### config.mk
export PLATFORM = sky130hd
export DESIGN_NAME = instr_sequencer
export DESIGN_NICKNAME = d
export VERILOG_FILES = /design/src/rtl/seq_pkg.sv /design/src/rtl/instr_decoder.sv /design/src/rtl/instr_sequencer.sv
export SDC_FILE = /design/constraint.sdc
export NUM_CORES = 1
export LEC_CHECK = 0
export ABC_AREA = 0
export BUFFER_PORTS_ARGS = -buffer_cell sky130_fd_sc_hd__buf_2
export CORE_MARGIN = 2
export CORE_UTILIZATION = 31
export DETAILED_ROUTE_END_ITERATION = 16
export SYNTH_ARGS = -nofsm -noshare
export SYNTH_HDL_FRONTEND = slang
export SYNTH_SLANG_ARGS = --single-unit
### constraint.sdc
create_clock -name clock -period 2.6 [get_ports clock]
set_input_delay 0.26 -clock clock [delete_from_list [all_inputs] [get_ports clock]]
set_output_delay 0.26 -clock clock [all_outputs]
set_load 0.02 [all_outputs]
### src/rtl/seq_pkg.sv
// Shared definitions for the instruction sequencer.
// Holds the opcode map, the sequencer state encoding and the helpers that
// split an 8-bit program word {opcode[3:0], operand[3:0]} into its fields.
package seq_pkg;

    localparam int INSTR_W = 8;

    localparam logic [3:0] OP_ULA_MAX = 4'hB;
    localparam logic [3:0] OP_STORE   = 4'hC;
    localparam logic [3:0] OP_SHOW    = 4'hD;
    localparam logic [3:0] OP_LOADA   = 4'hE;
    localparam logic [3:0] OP_HALT    = 4'hF;

    // ST_PAUSE is only reachable when single-step support is built in.
    typedef enum logic [3:0] {
        ST_IDLE,
        ST_FETCH,
        ST_DECODE,
        ST_EXEC_ALU,
        ST_WAIT_ALU,
        ST_MEM_WR,
        ST_MEM_RD,
        ST_NEXT,
        ST_HALT,
        ST_PAUSE
    } seq_state_t;

    function automatic logic [3:0] instr_opcode(input logic [INSTR_W-1:0] word);
        return word[7:4];
    endfunction

    function automatic logic [3:0] instr_operand(input logic [INSTR_W-1:0] word);
        return word[3:0];
    endfunction

endpackage

### src/rtl/instr_decoder.sv
// Combinational opcode classifier for the instruction sequencer.
// Ports:
//   opcode   in   4  opcode field of the program word
//   is_alu   out  1  ULA operation (0x0..0xB)
//   is_store out  1  store ULA result to RAM (0xC)
//   is_show  out  1  RAM word to LEDs (0xD)
//   is_load  out  1  RAM word to register A (0xE)
//   is_halt  out  1  halt (0xF)
module instr_decoder (
    input  logic [3:0] opcode,
    output logic       is_alu,
    output logic       is_store,
    output logic       is_show,
    output logic       is_load,
    output logic       is_halt
);
    import seq_pkg::*;

    assign is_alu   = (opcode <= OP_ULA_MAX);
    assign is_store = (opcode == OP_STORE);
    assign is_show  = (opcode == OP_SHOW);
    assign is_load  = (opcode == OP_LOADA);
    assign is_halt  = (opcode == OP_HALT);

endmodule

### src/rtl/instr_sequencer.sv
// Multi-cycle fetch/decode/execute sequencer sitting between the program ROM,
// the ULA and the data RAM.
//
// Optional feature: define SEQ_SINGLE_STEP_EN to add the `step` input and a
// PAUSE state after every instruction; a step pulse resumes with the next fetch.
//
// Ports:
//   clock      in   1           rising-edge clock
//   reset_n    in   1           asynchronous active-low reset
//   start      in   1           leave IDLE/HALT and run from pc=0
//   step       in   1           (SEQ_SINGLE_STEP_EN only) leave PAUSE
//   prog_addr  out  PC_WIDTH    ROM address (= pc)
//   prog_data  in   8           ROM word, valid one cycle after prog_addr
//   alu_en     out  1           one-cycle ULA execute pulse
//   alu_op     out  4           opcode to ULA
//   alu_done   in   1           ULA finished
//   alu_result in   DATA_WIDTH  ULA output register
//   mem_addr   out  4           RAM address (= operand)
//   mem_rd     out  1           RAM read, held RAM_LAT cycles
//   mem_we     out  1           RAM write strobe
//   mem_wdata  out  DATA_WIDTH  RAM write data
//   mem_rdata  in   DATA_WIDTH  RAM read data
//   led_out    out  DATA_WIDTH  LED register
//   rega_load  out  1           register A load pulse
//   rega_data  out  DATA_WIDTH  register A value
//   busy       out  1           not in IDLE/HALT
//   halted     out  1           in HALT
//   error      out  1           sticky ULA timeout flag
//
// State table:
//   ST_IDLE     | waiting for start after reset
//   ST_FETCH    | prog_addr = pc presented to ROM
//   ST_DECODE   | ROM word valid; classify and latch into ir
//   ST_EXEC_ALU | alu_en pulse
//   ST_WAIT_ALU | waiting for alu_done, bounded by ALU_TIMEOUT
//   ST_MEM_WR   | mem_we pulse with captured ULA result
//   ST_MEM_RD   | mem_rd held RAM_LAT cycles, data captured on last cycle
//   ST_NEXT     | pc increment (rega_load pulse for opcode 0xE)
//   ST_HALT     | stopped; start restarts from pc=0
//   ST_PAUSE    | single-step hold between instructions
module instr_sequencer import seq_pkg::*; #(
    parameter int PC_WIDTH    = 4,
    parameter int DATA_WIDTH  = 8,
    parameter int RAM_LAT     = 1,
    parameter int ALU_TIMEOUT = 15
) (
    input  logic                  clock,
    input  logic                  reset_n,
    input  logic                  start,
`ifdef SEQ_SINGLE_STEP_EN
    input  logic                  step,
`endif
    output logic [PC_WIDTH-1:0]   prog_addr,
    input  logic [INSTR_W-1:0]    prog_data,
    output logic                  alu_en,
    output logic [3:0]            alu_op,
    input  logic                  alu_done,
    input  logic [DATA_WIDTH-1:0] alu_result,
    output logic [3:0]            mem_addr,
    output logic                  mem_rd,
    output logic                  mem_we,
    output logic [DATA_WIDTH-1:0] mem_wdata,
    input  logic [DATA_WIDTH-1:0] mem_rdata,
    output logic [DATA_WIDTH-1:0] led_out,
    output logic                  rega_load,
    output logic [DATA_WIDTH-1:0] rega_data,
    output logic                  busy,
    output logic                  halted,
    output logic                  error
);

    // One down-counter serves both the RAM latency and the ULA timeout;
    // the two are never active at the same time.
    localparam int TMR_MAX = (ALU_TIMEOUT > RAM_LAT) ? ALU_TIMEOUT : RAM_LAT;
    localparam int TMR_W   = $clog2(TMR_MAX + 1);
    localparam logic [TMR_W-1:0] ALU_TMR_LOAD = TMR_W'(ALU_TIMEOUT - 1);
    localparam logic [TMR_W-1:0] RAM_TMR_LOAD = TMR_W'(RAM_LAT - 1);

    seq_state_t            state, state_nxt;
    logic [PC_WIDTH-1:0]   pc;
    logic [INSTR_W-1:0]    ir;
    logic [TMR_W-1:0]      tmr;
    logic                  tmr_zero;

    logic dec_alu, dec_store, dec_show, dec_load, dec_halt;

    // Decode looks at the ROM word directly so the branch is taken in DECODE
    // itself; ir only holds the operand/opcode for the later states.
    instr_decoder u_decoder (
        .opcode   (instr_opcode(prog_data)),
        .is_alu   (dec_alu),
        .is_store (dec_store),
        .is_show  (dec_show),
        .is_load  (dec_load),
        .is_halt  (dec_halt)
    );

    assign tmr_zero  = (tmr == '0);
    assign prog_addr = pc;
    assign mem_addr  = instr_operand(ir);
    assign busy      = (state != ST_IDLE) && (state != ST_HALT);
    assign halted    = (state == ST_HALT);

    always_ff @(posedge clock or negedge reset_n) begin
        if (!reset_n) begin
            state <= ST_IDLE;
        end else begin
            state <= state_nxt;
        end
    end

    // Strobes are qualified with reset_n so they fall together with it.
    always_comb begin
        state_nxt = state;
        alu_en    = 1'b0;
        mem_we    = 1'b0;
        mem_rd    = 1'b0;
        rega_load = 1'b0;
        case (state)
            ST_IDLE, ST_HALT: begin
                if (start) state_nxt = ST_FETCH;
            end
            ST_FETCH: state_nxt = ST_DECODE;
            ST_DECODE: begin
                if (dec_alu)                   state_nxt = ST_EXEC_ALU;
                else if (dec_store)            state_nxt = ST_MEM_WR;
                else if (dec_show || dec_load) state_nxt = ST_MEM_RD;
                else if (dec_halt)             state_nxt = ST_HALT;
                else                           state_nxt = ST_IDLE;
            end
            ST_EXEC_ALU: begin
                alu_en    = reset_n;
                state_nxt = ST_WAIT_ALU;
            end
            ST_WAIT_ALU: begin
                if (alu_done)      state_nxt = ST_NEXT;
                else if (tmr_zero) state_nxt = ST_HALT;
            end
            ST_MEM_WR: begin
                mem_we    = reset_n;
                state_nxt = ST_NEXT;
            end
            ST_MEM_RD: begin
                mem_rd = reset_n;
                if (tmr_zero) state_nxt = ST_NEXT;
            end
            ST_NEXT: begin
                rega_load = reset_n && (instr_opcode(ir) == OP_LOADA);
`ifdef SEQ_SINGLE_STEP_EN
                state_nxt = ST_PAUSE;
`else
                state_nxt = ST_FETCH;
`endif
            end
            ST_PAUSE: begin
`ifdef SEQ_SINGLE_STEP_EN
                if (step) state_nxt = ST_FETCH;
`else
                state_nxt = ST_IDLE;
`endif
            end
            default: state_nxt = ST_IDLE;
        endcase
    end

    always_ff @(posedge clock or negedge reset_n) begin
        if (!reset_n) begin
            pc        <= '0;
            ir        <= '0;
            tmr       <= '0;
            alu_op    <= '0;
            mem_wdata <= '0;
            led_out   <= '0;
            rega_data <= '0;
            error     <= 1'b0;
        end else begin
            case (state)
                ST_IDLE, ST_HALT: begin
                    if (start) begin
                        pc    <= '0;
                        error <= 1'b0;
                    end
                end
                ST_DECODE: begin
                    ir <= prog_data;
                    if (dec_alu)               alu_op    <= instr_opcode(prog_data);
                    if (dec_store)             mem_wdata <= alu_result;
                    if (dec_show || dec_load)  tmr       <= RAM_TMR_LOAD;
                end
                ST_EXEC_ALU: tmr <= ALU_TMR_LOAD;
                ST_WAIT_ALU: begin
                    if (!alu_done) begin
                        if (tmr_zero) error <= 1'b1;
                        else          tmr   <= tmr - TMR_W'(1);
                    end
                end
                ST_MEM_RD: begin
                    if (tmr_zero) begin
                        if (instr_opcode(ir) == OP_SHOW) led_out   <= mem_rdata;
                        else                             rega_data <= mem_rdata;
                    end else begin
                        tmr <= tmr - TMR_W'(1);
                    end
                end
                ST_NEXT: pc <= pc + PC_WIDTH'(1);
                default: ;
            endcase
        end
    end

endmodule
==> flow_metrics.env <==
export IMPL_crit_arrival_ps=2580
export IMPL_worstSkewPairLatency_ps=310
export IMPL_synth_top_family_by_area="simple AND/OR/NAND/NOR gates"
export IMPL_avgSynthCellArea_um2=11.25
export IMPL_dr_pass1_iters=4
export IMPL_grt_total_usage_pct=12.88
export IMPL_rsz0062_at_grt="false"
export IMPL_status="completed"
export IMPL_synth_top_area_share_pct=53.44
export IMPL_finalCritPeriodShare_pct=91.52
export IMPL_clkTransAtPathRegs_ps=90
export IMPL_worst_pin_slew_ps=651.9
export IMPL_start_util_pct=31.81
export IMPL_grt_max_degree=24
export IMPL_antennaDiodeCount=0
export IMPL_postPlaceCellArea_um2=2745
export IMPL_cts_sinks=49
export IMPL_hold_class="primary input to flip-flop"
export IMPL_yosysMostFrequentCell="dfrtp_1"
export IMPL_core_um2=7214
export IMPL_synth_compound_area_share_pct=8.779
export IMPL_synthesis_area_um2=2295
export IMPL_netlist_instances=204
export IMPL_portBuffers=70
export IMPL_ys_flop_type="dfrtp_1"
export IMPL_ys_ff_latch=49
export IMPL_seq_area_frac_synth_pct=53.44
export IMPL_htreeDepth=2
export IMPL_cp_required_ps=2800
export IMPL_grt_pass1_vias=1711
export IMPL_place_congestion=0.8001
export IMPL_cts_setup_buffers=0
export IMPL_worst_setup_path_type="flip-flop to flip-flop"
export IMPL_antenna_found_initial=0
export IMPL_synth_edf_count=0
export IMPL_die_x_um=90.04
export IMPL_critPathBufInv=0
export IMPL_synth_mux_area_fraction_pct=14.50
export IMPL_dieArea_um2=8106
export IMPL_root_buffer="clkbuf_8"
export IMPL_area_growth_pct=26.06
export IMPL_setup_tns_ps=0
export IMPL_drc=0
export IMPL_synth_fa_ha_area_share_pct=1.636
export IMPL_cap_violations=0
export IMPL_cts_resized_gates=0
export IMPL_synthTopCellsByCount="dfrtp_1 (49), nand2_1 (32), mux2_2 (18)"
export IMPL_synth_cell_types=43
export IMPL_hold_viol_final=0
export IMPL_boundaryPins=71
export IMPL_ant_nets=0
export IMPL_cts_made_buffers=5
export IMPL_gr_total_overflow=0
export IMPL_synthSimpleGateAreaFrac_pct=16.41
export IMPL_grt_pass1_wl_um=8590
export IMPL_cts_tree="built"
export IMPL_synth_nets=235
export IMPL_worstPathCellList="or4b_4, or4_1, mux2_4"
export IMPL_slowest_delay_ps=700
export IMPL_vias=1769
export IMPL_ys_warn_count=0
export IMPL_cp_top_family="simple AND/OR/NAND/NOR gates"
export IMPL_synth_xor_area_share_pct=0.7634
export IMPL_setup_viol=0
export IMPL_clock_skew_ps=6.010
export IMPL_drive_gt1_share_pct=41.73
export IMPL_synth_top_cell_by_area="dfrtp_1"
export IMPL_power_density_nw_per_um2=1249
export IMPL_max_clock_freq_mhz=420.3
export IMPL_nets=308
export IMPL_leakagePower_nw=1.464
export IMPL_synthArstFlopShare_pct=100.0
export IMPL_dp_hpwl_um=3681
export IMPL_clock_path_buffers=2
export IMPL_ys_top_cells_by_area="dfrtp_1 (53%), mux2_2 (8.8%), mux2_4 (5.2%)"
export IMPL_row_count=31
export IMPL_drtIter0Drc=75
export IMPL_endpoint_kind="flip-flop"
export IMPL_r2r_slack_ps=220
export IMPL_avgRoutedWirePerCell_um=13.43
export IMPL_startpoint_type="flip-flop"
export IMPL_crit_fanout=13
export IMPL_slowest_stage="or4_1"
export IMPL_wl_um=5064
export IMPL_vdd_ir_drop_max_mv=0.6000
export IMPL_slew_viol_final=0
export IMPL_finish_instance_area_um2=2893
export IMPL_fp_dieH_um=90.04
export IMPL_slew_headroom_pct=56.45
export IMPL_fin_crit_ps=2380
export IMPL_viasPerCell=4.692
-- worst min-delay path: stages --
cell	delay [ps]
buf_2	70
nand2_1	40
nand2_1	40
-- state kept, by name, summed over array words and instances, names as in the netlist --
name,flops
ir,8
state,4
rega_data,8
tmr,4
led_out,8
mem_wdata,8
error,1
alu_op,4
prog_addr,4
-- area by class of cell --
| cell class | instances | area (µm²) |
|---|---|---|
| fillers | 727 | 4322 |
| flip-flops and latches | 49 | 1226 |
| multi-input cells | 136 | 965.9 |
| repair buffers | 78 | 412.9 |
| well taps | 99 | 123.9 |
| clock buffers | 5 | 68.82 |
| clock inverters | 3 | 68.82 |
| inverters | 7 | 26.28 |
-- where the power goes --
group / leakage, nW / internal, mW / switching, mW / total (mW)
registers: 0.607 / 1.10 / 0.218 / 1.32
logic: 0.788 / 0.682 / 0.957 / 1.64
clock network: 0.0687 / 0.387 / 0.270 / 0.657
total: 1.46 / 2.17 / 1.44 / 3.61
-- metrics by stage --
| step | power [mW] | utilization [%] | hold WS, ps | setup WS, ps | std cells |
|---|---|---|---|---|---|
| final | 3.613 | 40.10 | 134.1 | 220.5 | 377 |
| after global routing | 3.888 | 40.10 | 135.5 | 137.4 | 377 |
| after floorplan | 2.498 | - | -35.59 | 593.2 | 204 |
| after global placement | 2.954 | 38.05 | 212.5 | 292.5 | 368 |
| after detailed placement | 2.978 | 38.05 | 215.1 | 225.1 | 368 |
| after CTS | 3.654 | 40.10 | 127.1 | 225.0 | 377 |
-- placed cells by master (no fill, tap or decap), types with 3 or more instances in the layout --
master     count
buf_2         70
dfrtp_1       49
nand2_1       32
mux2_2        18
nor2_1        11
mux2_4         8
inv_1          7
buf_4          7
nand3_1        6
o21ai_0        6
a21oi_1        5
clkbuf_8       5
nor3_1         4
nand4_1        4
and2_1         3
and3_1         3
o2bb2ai_1      3
ha_1           3
-- worst paths after layout --
| path | startpoint | end | cells past startpoint |
|---|---|---|---|
| min | prog_data[0] | ir[0]$_DFFE_PN0P_ | 3 |
| max | state[3]$_DFFE_PN0P_ | mem_wdata[1]$_DFFE_PN0P_ | 3 |
| max in group asynchronous | reset_n | rega_data[0]$_DFFE_PN0P_ | 3 |
| max reg2reg | state[3]$_DFFE_PN0P_ | mem_wdata[1]$_DFFE_PN0P_ | 3 |
| min in group asynchronous | reset_n | ir[5]$_DFFE_PN0P_ | 2 |
| min reg2reg | ir[3]$_DFFE_PN0P_ | ir[3]$_DFFE_PN0P_ | 2 |
-- metal layers --
layer  wire length (µm)  GRT usage, %
met1               2379         17.65
met2               2296         19.86
met3                315         3.437
met4                 72         4.231
met5                  0             0
-- logic make-up (layout without fill, tap and decap cells) --
family,count (synthesis),count (layout)
DFF,49,49
AOI/OAI and AO/OA,29,29
and+or+nand+nor,75,75
xor gates and xnor gates,2,2
adders and majority gates,3,3
muxes,27,27
buffers and inverters,19,93
-- timing repair --
item,CTS,global route
hold buffers,1,0
endpoints found under the setup margin,0,0
endpoints found under the hold margin,12,0
No activity file was read; power rests on OpenSTA's default activity.
